$ cat config.mk
export PLATFORM = sky130hd
export DESIGN_NAME = fifo_push_arbiter
export DESIGN_NICKNAME = d
export VERILOG_FILES = /design/src/rtl/fifo_push_arbiter.sv
export SDC_FILE = /design/constraint.sdc
export NUM_CORES = 1
export LEC_CHECK = 0
export BUFFER_PORTS_ARGS = -buffer_cell sky130_fd_sc_hd__clkbuf_2
export CORE_MARGIN = 5
export CORE_UTILIZATION = 41
export CTS_CLUSTER_SIZE = 25
export DETAILED_ROUTE_END_ITERATION = 10
export MAX_ROUTING_LAYER = met4
export PLACE_DENSITY = 0.95
export SETUP_SLACK_MARGIN = 0.4
export SLEW_MARGIN = 40
export SYNTH_ARGS = -nofsm -noshare
export SYNTH_HDL_FRONTEND = slang
export SYNTH_SLANG_ARGS = --single-unit
$ cat constraint.sdc
create_clock -name clk_i -period 4.5 [get_ports clk_i]
set_input_delay 0 -clock clk_i [delete_from_list [all_inputs] [get_ports clk_i]]
set_output_delay 0 -clock clk_i [all_outputs]
set_load 0.01 [all_outputs]
$ cat src/rtl/fifo_push_arbiter.sv
// rtl/fifo_push_arbiter.sv - round-robin burst arbiter for the shared fifo_v3 push port
module fifo_push_arbiter #(
  parameter int NUM_REQ    = 4,
  parameter int DATA_WIDTH = 32,
  parameter int MAX_BURST  = 4,
  parameter int SRC_W      = $clog2(NUM_REQ)
) (
  input  logic                          clk_i,
  input  logic                          rst_i,
  input  logic                          flush_i,
  input  logic [NUM_REQ-1:0]            req_valid_i,
  input  logic [NUM_REQ*DATA_WIDTH-1:0] req_data_i,
  output logic [NUM_REQ-1:0]            req_ready_o,
  input  logic                          fifo_full_i,
  output logic                          fifo_push_o,
  output logic [DATA_WIDTH-1:0]         fifo_data_o,
  output logic [SRC_W-1:0]              fifo_src_o,
  output logic                          fifo_flush_o,
  output logic                          locked_o
);

  localparam int CNT_W = $clog2(MAX_BURST + 1);
  localparam logic [SRC_W:0]   NREQ    = (SRC_W + 1)'(NUM_REQ);
  localparam logic [SRC_W-1:0] LAST    = SRC_W'(NUM_REQ - 1);
  localparam logic [CNT_W-1:0] CNT_ONE = CNT_W'(1);

  typedef enum logic {IDLE, LOCK} state_t;

  state_t           state;
  logic [SRC_W-1:0] rr_ptr;
  logic [SRC_W-1:0] owner;
  logic [CNT_W-1:0] beat_cnt;

  logic [DATA_WIDTH-1:0] data_arr [NUM_REQ];
  logic                  owner_hold;
  logic                  owner_drop;
  logic                  gnt_found;
  logic [SRC_W-1:0]      gnt_idx;
  logic                  do_push;

  function automatic logic [SRC_W-1:0] next_idx(input logic [SRC_W-1:0] x);
    return (x == LAST) ? '0 : x + SRC_W'(1);
  endfunction

  for (genvar k = 0; k < NUM_REQ; k++) begin : g_unpack
    assign data_arr[k] = req_data_i[k*DATA_WIDTH +: DATA_WIDTH];
  end

  // The owner keeps the port only while it still presents valid data.
  assign owner_hold = (state == LOCK) &&  req_valid_i[owner];
  assign owner_drop = (state == LOCK) && !req_valid_i[owner];

  // Grant selection: the holding owner wins, otherwise scan from rr_ptr with wrap.
  always_comb begin
    logic [SRC_W:0] k;
    gnt_found = 1'b0;
    gnt_idx   = '0;
    k         = '0;
    if (owner_hold) begin
      gnt_found = 1'b1;
      gnt_idx   = owner;
    end else begin
      for (int i = 0; i < NUM_REQ; i++) begin
        k = {1'b0, rr_ptr} + (SRC_W + 1)'(i);
        if (k >= NREQ) k = k - NREQ;
        if (!gnt_found && req_valid_i[k[SRC_W-1:0]]) begin
          gnt_found = 1'b1;
          gnt_idx   = k[SRC_W-1:0];
        end
      end
    end
  end

  assign do_push      = gnt_found && !fifo_full_i && !flush_i && !rst_i;
  assign fifo_push_o  = do_push;
  assign req_ready_o  = do_push ? (NUM_REQ'(1) << gnt_idx) : '0;
  assign fifo_src_o   = do_push ? gnt_idx : '0;
  assign fifo_data_o  = (gnt_found && !rst_i) ? data_arr[gnt_idx] : '0;
  assign fifo_flush_o = flush_i && !rst_i;
  assign locked_o     = (state == LOCK);

  // Burst/lock bookkeeping; a full FIFO freezes everything so stalls cost no budget.
  always_ff @(posedge clk_i or posedge rst_i) begin
    if (rst_i) begin
      state    <= IDLE;
      rr_ptr   <= '0;
      owner    <= '0;
      beat_cnt <= '0;
    end else if (flush_i) begin
      state    <= IDLE;
      rr_ptr   <= '0;
      beat_cnt <= '0;
    end else if (!fifo_full_i) begin
      if (owner_drop) begin
        state    <= IDLE;
        beat_cnt <= '0;
        rr_ptr   <= next_idx(owner);
      end
      if (do_push) begin
        if (owner_hold) begin
          if (int'(beat_cnt) + 1 < MAX_BURST) begin
            beat_cnt <= beat_cnt + CNT_ONE;
          end else begin
            state    <= IDLE;
            beat_cnt <= '0;
            rr_ptr   <= next_idx(owner);
          end
        end else if (MAX_BURST == 1) begin
          rr_ptr <= next_idx(gnt_idx);
        end else begin
          state    <= LOCK;
          owner    <= gnt_idx;
          beat_cnt <= CNT_ONE;
          if (owner_drop) rr_ptr <= next_idx(gnt_idx);
        end
      end
    end
  end

  a_ready_onehot0 : assert property (@(posedge clk_i) disable iff (rst_i) $onehot0(req_ready_o));
  a_push_not_full : assert property (@(posedge clk_i) disable iff (rst_i) fifo_push_o |-> !fifo_full_i);
  a_push_matches  : assert property (@(posedge clk_i) disable iff (rst_i)
                                     fifo_push_o == |(req_ready_o & req_valid_i));

endmodule

==> results.md <==
- Status: finished clean
- Starting Density: 0.431
- Pin count of the biggest net entering global routing: 68
- Via Count: 2305
- Maxcap violations: 0
- Cell Area, Synth: 1900 µm²
- GR Util All Layers: 0.232
- Flops & latches, synth: 8
- Core area: 4410 µm²
- Area grow syn2layout: 47.2%
- Post-Syn Nets: 344
- DRC: 0
- Top cell type's share of synthesized area: 0.342
- Proportion of layout cells with a drive suffix above 1: 0.584
- Synthesis Warnings: 0
- Antenna viol nets, final: 0
- Crit share post-route: 0.684
- Crit-path max FO: 67
- Crit path DAT: between 3000 and 4000 ps
- Synth top cells by count: mux2i_1 (65), o22ai_2 (26), nor2_1 (12), dfrtp_1 (8), inv_1 (8)
- Via density: 5.49
- PwrDens: slightly below 200 nW/µm²
- Unique cell type count in the Yosys netlist: 39
- Slowest CP cell: mux4_2
- Die ar.: between 6000 and 7000 µm²
- Sequential area share after synthesis: 0.105
- I/O Buffers: between 150 and 200
- Ys async rst share: 1.00
- Die W: 78.1 µm
- Gate Count Post-Synth: 202
- Slew headroom: 0.499
- NumNets Final: roughly 510
- First-pass GRT wire length: 11.5 mm
- DP Area: 2750 µm²
- Largest cells by area after synthesis: mux2i_1 (34%), o22ai_2 (17%), dfrtp_1 (11%)
- Finish-stage setup viols: 0
- Total grt overflow: 0
- Max Fclk: 325 MHz
- RSZ-0062 raised after global routing: false
- Leak: 1.51 nW
- Longest Clk Path Bufs: 2
- Final Critical Period: 3080 ps
- Total negative setup slack: 0 ps
- Cell taking the most area after synthesis: mux2i_1
- Min-Delay Path Class: in -> reg
- Skew-Pair Late Insertion Delay: 230 ps
- Crit path kind: reg -> out
- Routed len/inst: 17.6 µm
- Max-slew violations: 0
- Most common cell in the synthesized netlist: mux2i_1
- H-Tree Level Count: 1
- # Post-CTS Setup Buffers: 0
- Slew @ Worst Pin: 752 ps
- Worst VDD drop: 0.136 mV
- Worst-path cell chain: mux4_2 > and2_4 > o41ai_4 > buf_12 > mux2i_1 > o22ai_2 > clkbuf_2
- Vias in the first global route: between 2000 and 2500
- Filler cells: approximately 370
- Post-detail-place hpwl: 6.23 mm
- CTS tree: done
- # IOs: 177
- Buf/Inv on CP: 2
- Syn_area_per_cell: 9.42 µm²
- Initial antenna violation count: 0
- Fin Clk Skew: 1.10 ps
- Clock transition at path regs: 40 ps
- CP delay by family, top: multiplexers
- CP peak stage delay: approximately 620 ps
- Post-route cell area: 2800 µm²
- Worst EP required: 4500 ps
- Routed WL: approximately 7.4 mm
- 1st-pass router iterations: 4
- N_diodes: 0
- EDFF count, synth: 0
- TritonCTS Buffers: 3
- Clock Sinks: 8
- CP Capture Type: primary output
- Die Y: 78.1 µm
- CTS root buffer: clkbuf_8
- Iter 0 DRT Violations: ~120
- Crit start category: register
- Endpoints failing hold: 0
- Site Rows: 24
- Ys flop type: dfrtp_1
- GPL Wtd Cong: about 1
registers in the layout, indices dropped and copies added, names as in the netlist:
| signal | cells |
|---|---|
| beat_cnt | 3 |
| locked_o | 1 |
| owner | 2 |
| rr_ptr | 2 |
final timing paths:
check	startpoint	to	slack, ps	cells past startpoint
setup / recovery	owner[0]$_DFFE_PP0P_	fifo_data_o[4]	1420	7
hold / removal	flush_i	rr_ptr[1]$_DFFE_PP0P_	30	2
hold reg to reg	beat_cnt[2]$_DFFE_PP0P_	beat_cnt[2]$_DFFE_PP0P_	530	1
max in group asynchronous	rst_i	owner[1]$_DFFE_PP0P_	3950	3
min in group asynchronous	rst_i	rr_ptr[1]$_DFFE_PP0P_	310	3
setup reg to reg	owner[0]$_DFFE_PP0P_	rr_ptr[1]$_DFFE_PP0P_	1750	8
area by class of cell:
cell class / instances / area, µm² / share of cell area
Sequential cell: 8 / 200 / 0.0715
Multi-Input combinational cell: 170 / 1550 / 0.553
Clock buffer: 3 / 41.3 / 0.0147
Inverter: 9 / 33.8 / 0.0121
Timing Repair Buffer: 178 / 911 / 0.325
Tap cell: 52 / 65.1 / 0.0232
through the flow:
step	cells	worst slack, ps	util	power, mW	hold WS [ps]
after floorplan	202	1550	-	0.354	-184
after global placement	416	1640	0.620	0.459	-17.1
after global routing	420	1340	0.635	0.596	30.9
after CTS	420	1470	0.634	0.558	7.22
after detailed placement	416	1710	0.622	0.471	-7.27
final	420	1420	0.635	0.556	30.7
power by group:
part / leakage, nW / internal, mW / switching [mW]
sequential: 0.107 / 0.0784 / 0.00928
clock: 0.0216 / 0.0580 / 0.0285
combinational: 1.38 / 0.185 / 0.197
total: 1.51 / 0.321 / 0.235
cell families (layout without fill, tap and decap cells):
| kind of cell | Yosys count | after routing | share of synthesized area |
|---|---|---|---|
| compound gates | 59 | 59 | 0.303 |
| simple gates | 38 | 38 | 0.102 |
| buf+inv | 24 | 190 | 0.0907 |
| fa+ha+maj | 6 | 6 | 0.0394 |
| mux | 67 | 67 | 0.360 |
| flops | 8 | 8 | 0.105 |
worst register-to-register path: cells and delay by family (launching register included):
family / cells / cell delay (ps)
AOI/OAI and AO/OA: 3 / 870
muxes: 1 / 620
adders and majority gates: 1 / 290
DFF: 1 / 430
buffers and inverters: 1 / 80
and+or+nand+nor: 2 / 390
cells in the final DEF (no fill, tap or decap), types with 4 or more instances in the layout:
cell	Yosys	layout
clkbuf_2	0	176
nand3_1	4	4
mux2i_1	65	65
o22ai_2	26	26
nand2b_1	5	4
o22ai_1	6	6
and2_1	7	7
ha_1	6	6
dfrtp_1	8	8
a21oi_1	6	6
o21ai_0	4	4
nor2_1	12	12
inv_1	8	8
repair_timing:
action,CTS,global route
resized for setup,0,0
endpoints found under the hold margin,8,0
endpoints found under the setup margin,0,0
hold buffers,1,0
layer usage:
layer	vias to the layer above	track usage	wire, µm
met5	-	-	0
met4	0	0.0861	285
met3	23	0.0320	574
met2	132	0.415	3790
met1	1034	0.260	2760
li1	1116	-	-
Power figures use the tool's default switching activity.
